$ cat config.mk
export PLATFORM = sky130hd
export DESIGN_NAME = multicycle_control_unit_flat
export DESIGN_NICKNAME = d
export VERILOG_FILES = /design/src/rtl/multicycle_control_unit_if.sv /design/src/rtl/multicycle_control_unit.sv /design/src/flat_wrapper.sv
export SDC_FILE = /design/constraint.sdc
export NUM_CORES = 1
export LEC_CHECK = 0
export ABC_CLOCK_PERIOD_IN_PS = 3150
export CORE_AREA = 2 2 88 65
export DETAILED_ROUTE_END_ITERATION = 8
export DIE_AREA = 0 0 90 67
export GPL_ROUTABILITY_DRIVEN = 0
export PLACE_DENSITY_LB_ADDON = 0.3
export SETUP_SLACK_MARGIN = 0.1
export SLEW_MARGIN = 20
export SYNTH_ARGS = -nofsm -noshare
export SYNTH_HDL_FRONTEND = slang
export SYNTH_SLANG_ARGS = --single-unit
$ cat constraint.sdc
create_clock -name clk -period 3.15 [get_ports clk]
set_input_delay 0.63 -clock clk [delete_from_list [all_inputs] [get_ports clk]]
set_output_delay 0.63 -clock clk [all_outputs]
set_load 0.05 [all_outputs]
$ cat src/rtl/multicycle_control_unit_if.sv
// Control-unit bundle: opcode/flags/ready from the datapath side, control strobes,
// error code and retired count back to it.
interface multicycle_control_unit_if #(
  parameter int unsigned CNT_W = 32
);
  logic [6:0]       opcode;
  logic             zero;
  logic             mem_ready;
  logic [1:0]       aluop;
  logic             Branch;
  logic             MemRead;
  logic             MemtoReg;
  logic             MemWrite;
  logic             ALUSrc;
  logic             RegWrite;
  logic             Jump;
  logic             PCWrite;
  logic             IRWrite;
  logic             IorD;
  logic [1:0]       err;
  logic [CNT_W-1:0] instr_count;

  modport master (
    input  opcode, zero, mem_ready,
    output aluop, Branch, MemRead, MemtoReg, MemWrite, ALUSrc, RegWrite,
           Jump, PCWrite, IRWrite, IorD, err, instr_count
  );

  modport slave (
    output opcode, zero, mem_ready,
    input  aluop, Branch, MemRead, MemtoReg, MemWrite, ALUSrc, RegWrite,
           Jump, PCWrite, IRWrite, IorD, err, instr_count
  );
endinterface

$ cat src/rtl/multicycle_control_unit.sv
// Multi-cycle RISC-V main control: Moore FSM sequencing fetch/decode/execute/memory/
// write-back, with memory-ready stalls, timeout and illegal-opcode errors, retire counter.
module multicycle_control_unit #(
  parameter int unsigned CNT_W           = 32,
  parameter int unsigned TIMEOUT         = 16,
  parameter bit          HALT_ON_ILLEGAL = 1'b1
) (
  input  logic                      clk,
  input  logic                      rst_n,
  multicycle_control_unit_if.master bus
);

  localparam int unsigned WAIT_W = (TIMEOUT < 2) ? 1 : $clog2(TIMEOUT + 1);
  localparam logic [WAIT_W-1:0] WAIT_LAST =
    WAIT_W'((TIMEOUT == 0) ? 32'd0 : TIMEOUT - 32'd1);
  localparam bit TO_EN = (TIMEOUT != 0);

  localparam logic [3:0] S_IDLE      = 4'd0;
  localparam logic [3:0] S_FETCH     = 4'd1;
  localparam logic [3:0] S_DECODE    = 4'd2;
  localparam logic [3:0] S_EXEC_R    = 4'd3;
  localparam logic [3:0] S_EXEC_I    = 4'd4;
  localparam logic [3:0] S_WB_ALU    = 4'd5;
  localparam logic [3:0] S_MEM_ADDR  = 4'd6;
  localparam logic [3:0] S_MEM_READ  = 4'd7;
  localparam logic [3:0] S_MEM_WRITE = 4'd8;
  localparam logic [3:0] S_WB_MEM    = 4'd9;
  localparam logic [3:0] S_BRANCH    = 4'd10;
  localparam logic [3:0] S_JAL       = 4'd11;
  localparam logic [3:0] S_ILLEGAL   = 4'd12;
  localparam logic [3:0] S_HALT      = 4'd13;

  localparam logic [6:0] OP_R    = 7'b0110011;
  localparam logic [6:0] OP_I    = 7'b0010011;
  localparam logic [6:0] OP_LOAD = 7'b0000011;
  localparam logic [6:0] OP_STOR = 7'b0100011;
  localparam logic [6:0] OP_BR   = 7'b1100011;
  localparam logic [6:0] OP_JAL  = 7'b1101111;

  localparam logic [1:0] ERR_NONE    = 2'b00;
  localparam logic [1:0] ERR_ILLEGAL = 2'b01;
  localparam logic [1:0] ERR_TIMEOUT = 2'b10;

  logic [3:0]        state_q, state_d;
  logic [WAIT_W-1:0] wait_q, wait_d;
  logic [1:0]        err_q, err_d;
  logic [CNT_W-1:0]  cnt_q, cnt_d;
  logic              itype_q, itype_d;

  logic [1:0] err_new;
  logic       retire;
  logic       timeout_c;
  logic [1:0] aluop_c;
  logic       branch_c, memread_c, memtoreg_c, memwrite_c, alusrc_c;
  logic       regwrite_c, jump_c, pcwrite_c, irwrite_c, iord_c;

  always_ff @(posedge clk or negedge rst_n) begin
    if (!rst_n) begin
      state_q <= S_IDLE;
      wait_q  <= '0;
      err_q   <= ERR_NONE;
      cnt_q   <= '0;
      itype_q <= 1'b0;
    end else begin
      state_q <= state_d;
      wait_q  <= wait_d;
      err_q   <= err_d;
      cnt_q   <= cnt_d;
      itype_q <= itype_d;
    end
  end

  always_comb begin
    state_d    = state_q;
    wait_d     = wait_q;
    err_d      = err_q;
    cnt_d      = cnt_q;
    itype_d    = itype_q;
    err_new    = ERR_NONE;
    retire     = 1'b0;
    aluop_c    = 2'b00;
    branch_c   = 1'b0;
    memread_c  = 1'b0;
    memtoreg_c = 1'b0;
    memwrite_c = 1'b0;
    alusrc_c   = 1'b0;
    regwrite_c = 1'b0;
    jump_c     = 1'b0;
    pcwrite_c  = 1'b0;
    irwrite_c  = 1'b0;
    iord_c     = 1'b0;
    // A ready in the last allowed wait cycle still completes the access
    timeout_c  = TO_EN && !bus.mem_ready && (wait_q == WAIT_LAST);

    case (state_q)
      S_IDLE: state_d = S_FETCH;
      S_FETCH: begin
        memread_c = 1'b1;
        irwrite_c = bus.mem_ready;
        pcwrite_c = bus.mem_ready;
        if (bus.mem_ready) begin
          state_d = S_DECODE;
        end else if (timeout_c) begin
          state_d = S_HALT;
          err_new = ERR_TIMEOUT;
        end else begin
          wait_d = wait_q + WAIT_W'(1);
        end
      end
      S_DECODE: begin
        itype_d = (bus.opcode == OP_I);
        case (bus.opcode)
          OP_R:           state_d = S_EXEC_R;
          OP_I:           state_d = S_EXEC_I;
          OP_LOAD,
          OP_STOR:        state_d = S_MEM_ADDR;
          OP_BR:          state_d = S_BRANCH;
          OP_JAL:         state_d = S_JAL;
          default: begin
            state_d = S_ILLEGAL;
            err_new = ERR_ILLEGAL;
          end
        endcase
      end
      S_EXEC_R: begin
        aluop_c = 2'b10;
        state_d = S_WB_ALU;
      end
      S_EXEC_I: begin
        aluop_c  = 2'b11;
        alusrc_c = 1'b1;
        state_d  = S_WB_ALU;
      end
      S_WB_ALU: begin
        // ALU controls stay as in the EXEC state so the result remains valid
        regwrite_c = 1'b1;
        aluop_c    = itype_q ? 2'b11 : 2'b10;
        alusrc_c   = itype_q;
        state_d    = S_FETCH;
        retire     = 1'b1;
      end
      S_MEM_ADDR: begin
        alusrc_c = 1'b1;
        state_d  = (bus.opcode == OP_LOAD) ? S_MEM_READ : S_MEM_WRITE;
      end
      S_MEM_READ: begin
        memread_c = 1'b1;
        iord_c    = 1'b1;
        if (bus.mem_ready) begin
          state_d = S_WB_MEM;
        end else if (timeout_c) begin
          state_d = S_HALT;
          err_new = ERR_TIMEOUT;
        end else begin
          wait_d = wait_q + WAIT_W'(1);
        end
      end
      S_MEM_WRITE: begin
        memwrite_c = 1'b1;
        iord_c     = 1'b1;
        if (bus.mem_ready) begin
          state_d = S_FETCH;
          retire  = 1'b1;
        end else if (timeout_c) begin
          state_d = S_HALT;
          err_new = ERR_TIMEOUT;
        end else begin
          wait_d = wait_q + WAIT_W'(1);
        end
      end
      S_WB_MEM: begin
        regwrite_c = 1'b1;
        memtoreg_c = 1'b1;
        state_d    = S_FETCH;
        retire     = 1'b1;
      end
      S_BRANCH: begin
        branch_c  = 1'b1;
        aluop_c   = 2'b01;
        pcwrite_c = bus.zero;
        state_d   = S_FETCH;
        retire    = 1'b1;
      end
      S_JAL: begin
        jump_c     = 1'b1;
        pcwrite_c  = 1'b1;
        regwrite_c = 1'b1;
        state_d    = S_FETCH;
        retire     = 1'b1;
      end
      S_ILLEGAL: state_d = HALT_ON_ILLEGAL ? S_HALT : S_FETCH;
      S_HALT:    state_d = S_HALT;
      default:   state_d = S_IDLE;
    endcase

    // Every state change restarts the memory wait window
    if (state_d != state_q) wait_d = '0;
    if (err_q == ERR_NONE) err_d = err_new;
    if (retire) cnt_d = cnt_q + CNT_W'(1);
  end

  assign bus.aluop       = aluop_c;
  assign bus.Branch      = branch_c;
  assign bus.MemRead     = memread_c;
  assign bus.MemtoReg    = memtoreg_c;
  assign bus.MemWrite    = memwrite_c;
  assign bus.ALUSrc      = alusrc_c;
  assign bus.RegWrite    = regwrite_c;
  assign bus.Jump        = jump_c;
  assign bus.PCWrite     = pcwrite_c;
  assign bus.IRWrite     = irwrite_c;
  assign bus.IorD        = iord_c;
  assign bus.err         = err_q;
  assign bus.instr_count = cnt_q;

endmodule

$ cat src/flat_wrapper.sv
// flat-port wrapper written by rule: the top's interface ports become plain ports
module multicycle_control_unit_flat 
#(
  parameter int unsigned CNT_W           = 32,
  parameter int unsigned TIMEOUT         = 16,
  parameter bit          HALT_ON_ILLEGAL = 1'b1
)
  (clk, rst_n, bus_opcode, bus_zero, bus_mem_ready, bus_aluop, bus_Branch, bus_MemRead, bus_MemtoReg, bus_MemWrite, bus_ALUSrc, bus_RegWrite, bus_Jump, bus_PCWrite, bus_IRWrite, bus_IorD, bus_err, bus_instr_count);
  multicycle_control_unit_if #(.CNT_W(CNT_W)) bus_i ();
  input  logic clk;
  input  logic rst_n;
  input wire logic [$bits(bus_i.opcode)-1:0] bus_opcode;
  input wire logic [$bits(bus_i.zero)-1:0] bus_zero;
  input wire logic [$bits(bus_i.mem_ready)-1:0] bus_mem_ready;
  output wire logic [$bits(bus_i.aluop)-1:0] bus_aluop;
  output wire logic [$bits(bus_i.Branch)-1:0] bus_Branch;
  output wire logic [$bits(bus_i.MemRead)-1:0] bus_MemRead;
  output wire logic [$bits(bus_i.MemtoReg)-1:0] bus_MemtoReg;
  output wire logic [$bits(bus_i.MemWrite)-1:0] bus_MemWrite;
  output wire logic [$bits(bus_i.ALUSrc)-1:0] bus_ALUSrc;
  output wire logic [$bits(bus_i.RegWrite)-1:0] bus_RegWrite;
  output wire logic [$bits(bus_i.Jump)-1:0] bus_Jump;
  output wire logic [$bits(bus_i.PCWrite)-1:0] bus_PCWrite;
  output wire logic [$bits(bus_i.IRWrite)-1:0] bus_IRWrite;
  output wire logic [$bits(bus_i.IorD)-1:0] bus_IorD;
  output wire logic [$bits(bus_i.err)-1:0] bus_err;
  output wire logic [$bits(bus_i.instr_count)-1:0] bus_instr_count;
  assign bus_i.opcode = bus_opcode;
  assign bus_i.zero = bus_zero;
  assign bus_i.mem_ready = bus_mem_ready;
  assign bus_aluop = bus_i.aluop;
  assign bus_Branch = bus_i.Branch;
  assign bus_MemRead = bus_i.MemRead;
  assign bus_MemtoReg = bus_i.MemtoReg;
  assign bus_MemWrite = bus_i.MemWrite;
  assign bus_ALUSrc = bus_i.ALUSrc;
  assign bus_RegWrite = bus_i.RegWrite;
  assign bus_Jump = bus_i.Jump;
  assign bus_PCWrite = bus_i.PCWrite;
  assign bus_IRWrite = bus_i.IRWrite;
  assign bus_IorD = bus_i.IorD;
  assign bus_err = bus_i.err;
  assign bus_instr_count = bus_i.instr_count;
  multicycle_control_unit #(.CNT_W(CNT_W), .TIMEOUT(TIMEOUT), .HALT_ON_ILLEGAL(HALT_ON_ILLEGAL)) u_core (.clk(clk), .rst_n(rst_n), .bus(bus_i));
endmodule
==> out/metrics.cfg <==
[finish]
nets=335
n_antenna_cell=0
drive_above_1_share=0.0779
area_growth_pct=30.0

[setup_path]
worst_ep_arrival_time_ps=2230
worstPathMaxFanout=14
cp_slowest_cell=clkdlybuf4s50_1
slowest_delay_ps=790
end_kind=output pin
crit_start=u_core.state_q[2]
r2r_slack_ps=530
path_cells=buf_4, nor2b_1, o21ai_1, inv_1, clkdlybuf4s50_1
start_kind=flip-flop
r2r_start=u_core.wait_q[0]
path_class=reg -> out
reg2reg_to=u_core.wait_q[4]
ff2ff_path_depth=9
cp_data_required_time_ps=2520
setup.worst_path.end=bus_RegWrite

[grt]
gr-total-overflow=0
grt_start_max_net_pins=45
grt_usage=0.197
grt_first_pass_wirelength_um=9500
grt_pass1_vias=1970
antenna_found_initial=0

[die]
fp.coreArea_mm2=0.00512
initial_core_util=0.493
die_w_um=90
dieArea_mm2=0.00603
io_pins=57
rows=22
die_y_um=67

[clocking]
root_buffer=clkbuf_8
cts_sinks=44
cts_buffer_depth=2
clk_pin_slew_ps=80
worst_skew_pair.late_latency_ps=290
htreeDepth=2
cts_buffers=5
postCtsHoldBufs=0
cts_setup_buffers=0
ctsResizeCount=0
cts_tree=built

[detailed_routing]
wl_per_cell_um=14.5
vias_per_cell=5.56
firstDrtPassIters=5
totalWireLength_um=5710
ant_nets=0
vias=2187
drt_iter0_markers=183
drc=0

[timing]
worst_slew_pin_slew_ps=940
drv_slew=0
finalSetupViolCount=0
rsz0062_at_grt=false
fin_crit_sh=0.908
tns_ps=0
clock_skew_ps=11.0
layout_min_cycle_time_ps=2860
hold_viol=0
maxSlewHeadroom=0.373
max_freq_ghz=0.350

[yosys]
async_reset_ff_frac=1.00
synth_area_leaders=dfrtp_1 44%, xnor2_1 9.0%, nand3_1 3.8%, xor2_1 3.5%, nand2_1 3.4%
synth_top_area_cell=dfrtp_1
syn_area_mm2=0.00252
synth_common_cells=44 x dfrtp_1, 26 x xnor2_1, 23 x nand2_1
syn-num-nets=284
synth.top_cell.area_share=0.436
synth_seq_area_share=0.436
netlist_instances=270
yosysMostFrequentCell=dfrtp_1
synth_edf_count=0
ys.flop_type=dfrtp_1
synth_seq_cells=44
yosys_warnings=0
syn_avg_cell_area_um2=9.35
synth_cell_type_count=54

[pwr]
fin_total_pwr_mw=2.35
p_leak_nw=1.40
p_per_area_mw_per_mm2=716
irDropWorstVdd_uv=293

[placed_design]
hpwl_um=4240
port_buffers=56

[hold_path]
min_from=u_core.bus.instr_count[31]
hold_path.class=reg -> reg

[status]
status=finished clean

[job]
drv_cap=0

[worst min-delay path by stage]
stage,endpoint,depth (start not counted)
3_3_place_gp,u_core.bus.err[1],1
4_1_cts,u_core.bus.instr_count[31],1
5_1_grt,u_core.bus.err[1],1
3_5_place_dp,u_core.bus.instr_count[31],1
2_1_floorplan,u_core.bus.err[0],0
6_report,u_core.bus.instr_count[31],1
[registers in the layout, indices dropped and copies added (netlist names)]
name / cells
u_core.itype_q: 1
u_core.wait_q: 5
u_core.bus.instr_count: 32
u_core.state_q: 4
u_core.bus.err: 2
[layout make-up]
| cell class | instances | area [um2] |
|---|---|---|
| fillers | 432 | 1840 |
| multi-input cells | 200 | 1310 |
| flip-flops and latches | 44 | 1100 |
| repair buffers | 62 | 621 |
| well taps | 72 | 90.1 |
| clock buffers | 5 | 68.8 |
| clock inverters | 2 | 60.1 |
| inverters | 8 | 30.0 |
[power by group]
| part | internal, mW | switching (mW) | total (mW) |
|---|---|---|---|
| combinational | 0.400 | 0.698 | 1.10 |
| clock | 0.312 | 0.184 | 0.496 |
| sequential | 0.638 | 0.117 | 0.755 |
| total | 1.35 | 0.999 | 2.35 |
[critical path, delay by kind of cell (launching register included)]
family / cells / cell delay, ps
AO/OA/AOI/OAI: 1 / 200
buffers and inverters: 3 / 1100
flip-flops: 1 / 460
AND/OR/NAND/NOR: 1 / 190
[through the flow]
stage	utilization	worst slack (ps)	hold WS (ps)	instances	instance area (um2)
after global placement	0.615	284	458	386	3150
after CTS	0.641	151	477	393	3280
final	0.641	290	470	393	3280
after floorplan	-	111	334	270	2520
after global routing	0.641	159	493	393	3280
after detailed placement	0.615	221	465	386	3150
[metal layers]
metal,GRT usage,up-vias,wire [um]
met4,0.0577,0,27
li1,-,1048,-
met1,0.285,1056,2770
met3,0.0475,2,387
met5,0,-,0
met2,0.294,81,2520
[kinds of logic after synthesis]
family          synth area share
compound gates             0.108
mux                      0.00843
flops                      0.436
xor+xnor                   0.125
buf+inv                   0.0451
fa+ha+maj                 0.0149
simple gates               0.263
[placed cells by master (no fill, tap or decap), types with 7 or more instances in the layout]
cell type and n:
clkdlybuf4s50_1 53, dfrtp_1 43, xnor2_1 26, nand2_1 23
nand3_1 19, nor2_1 16, xor2_1 10, nor3_1 9
and3_1 9, o21ai_0 9, inv_1 8, nand4_1 8
nand2b_1 7
No activity file was read; power rests on OpenSTA's default activity.
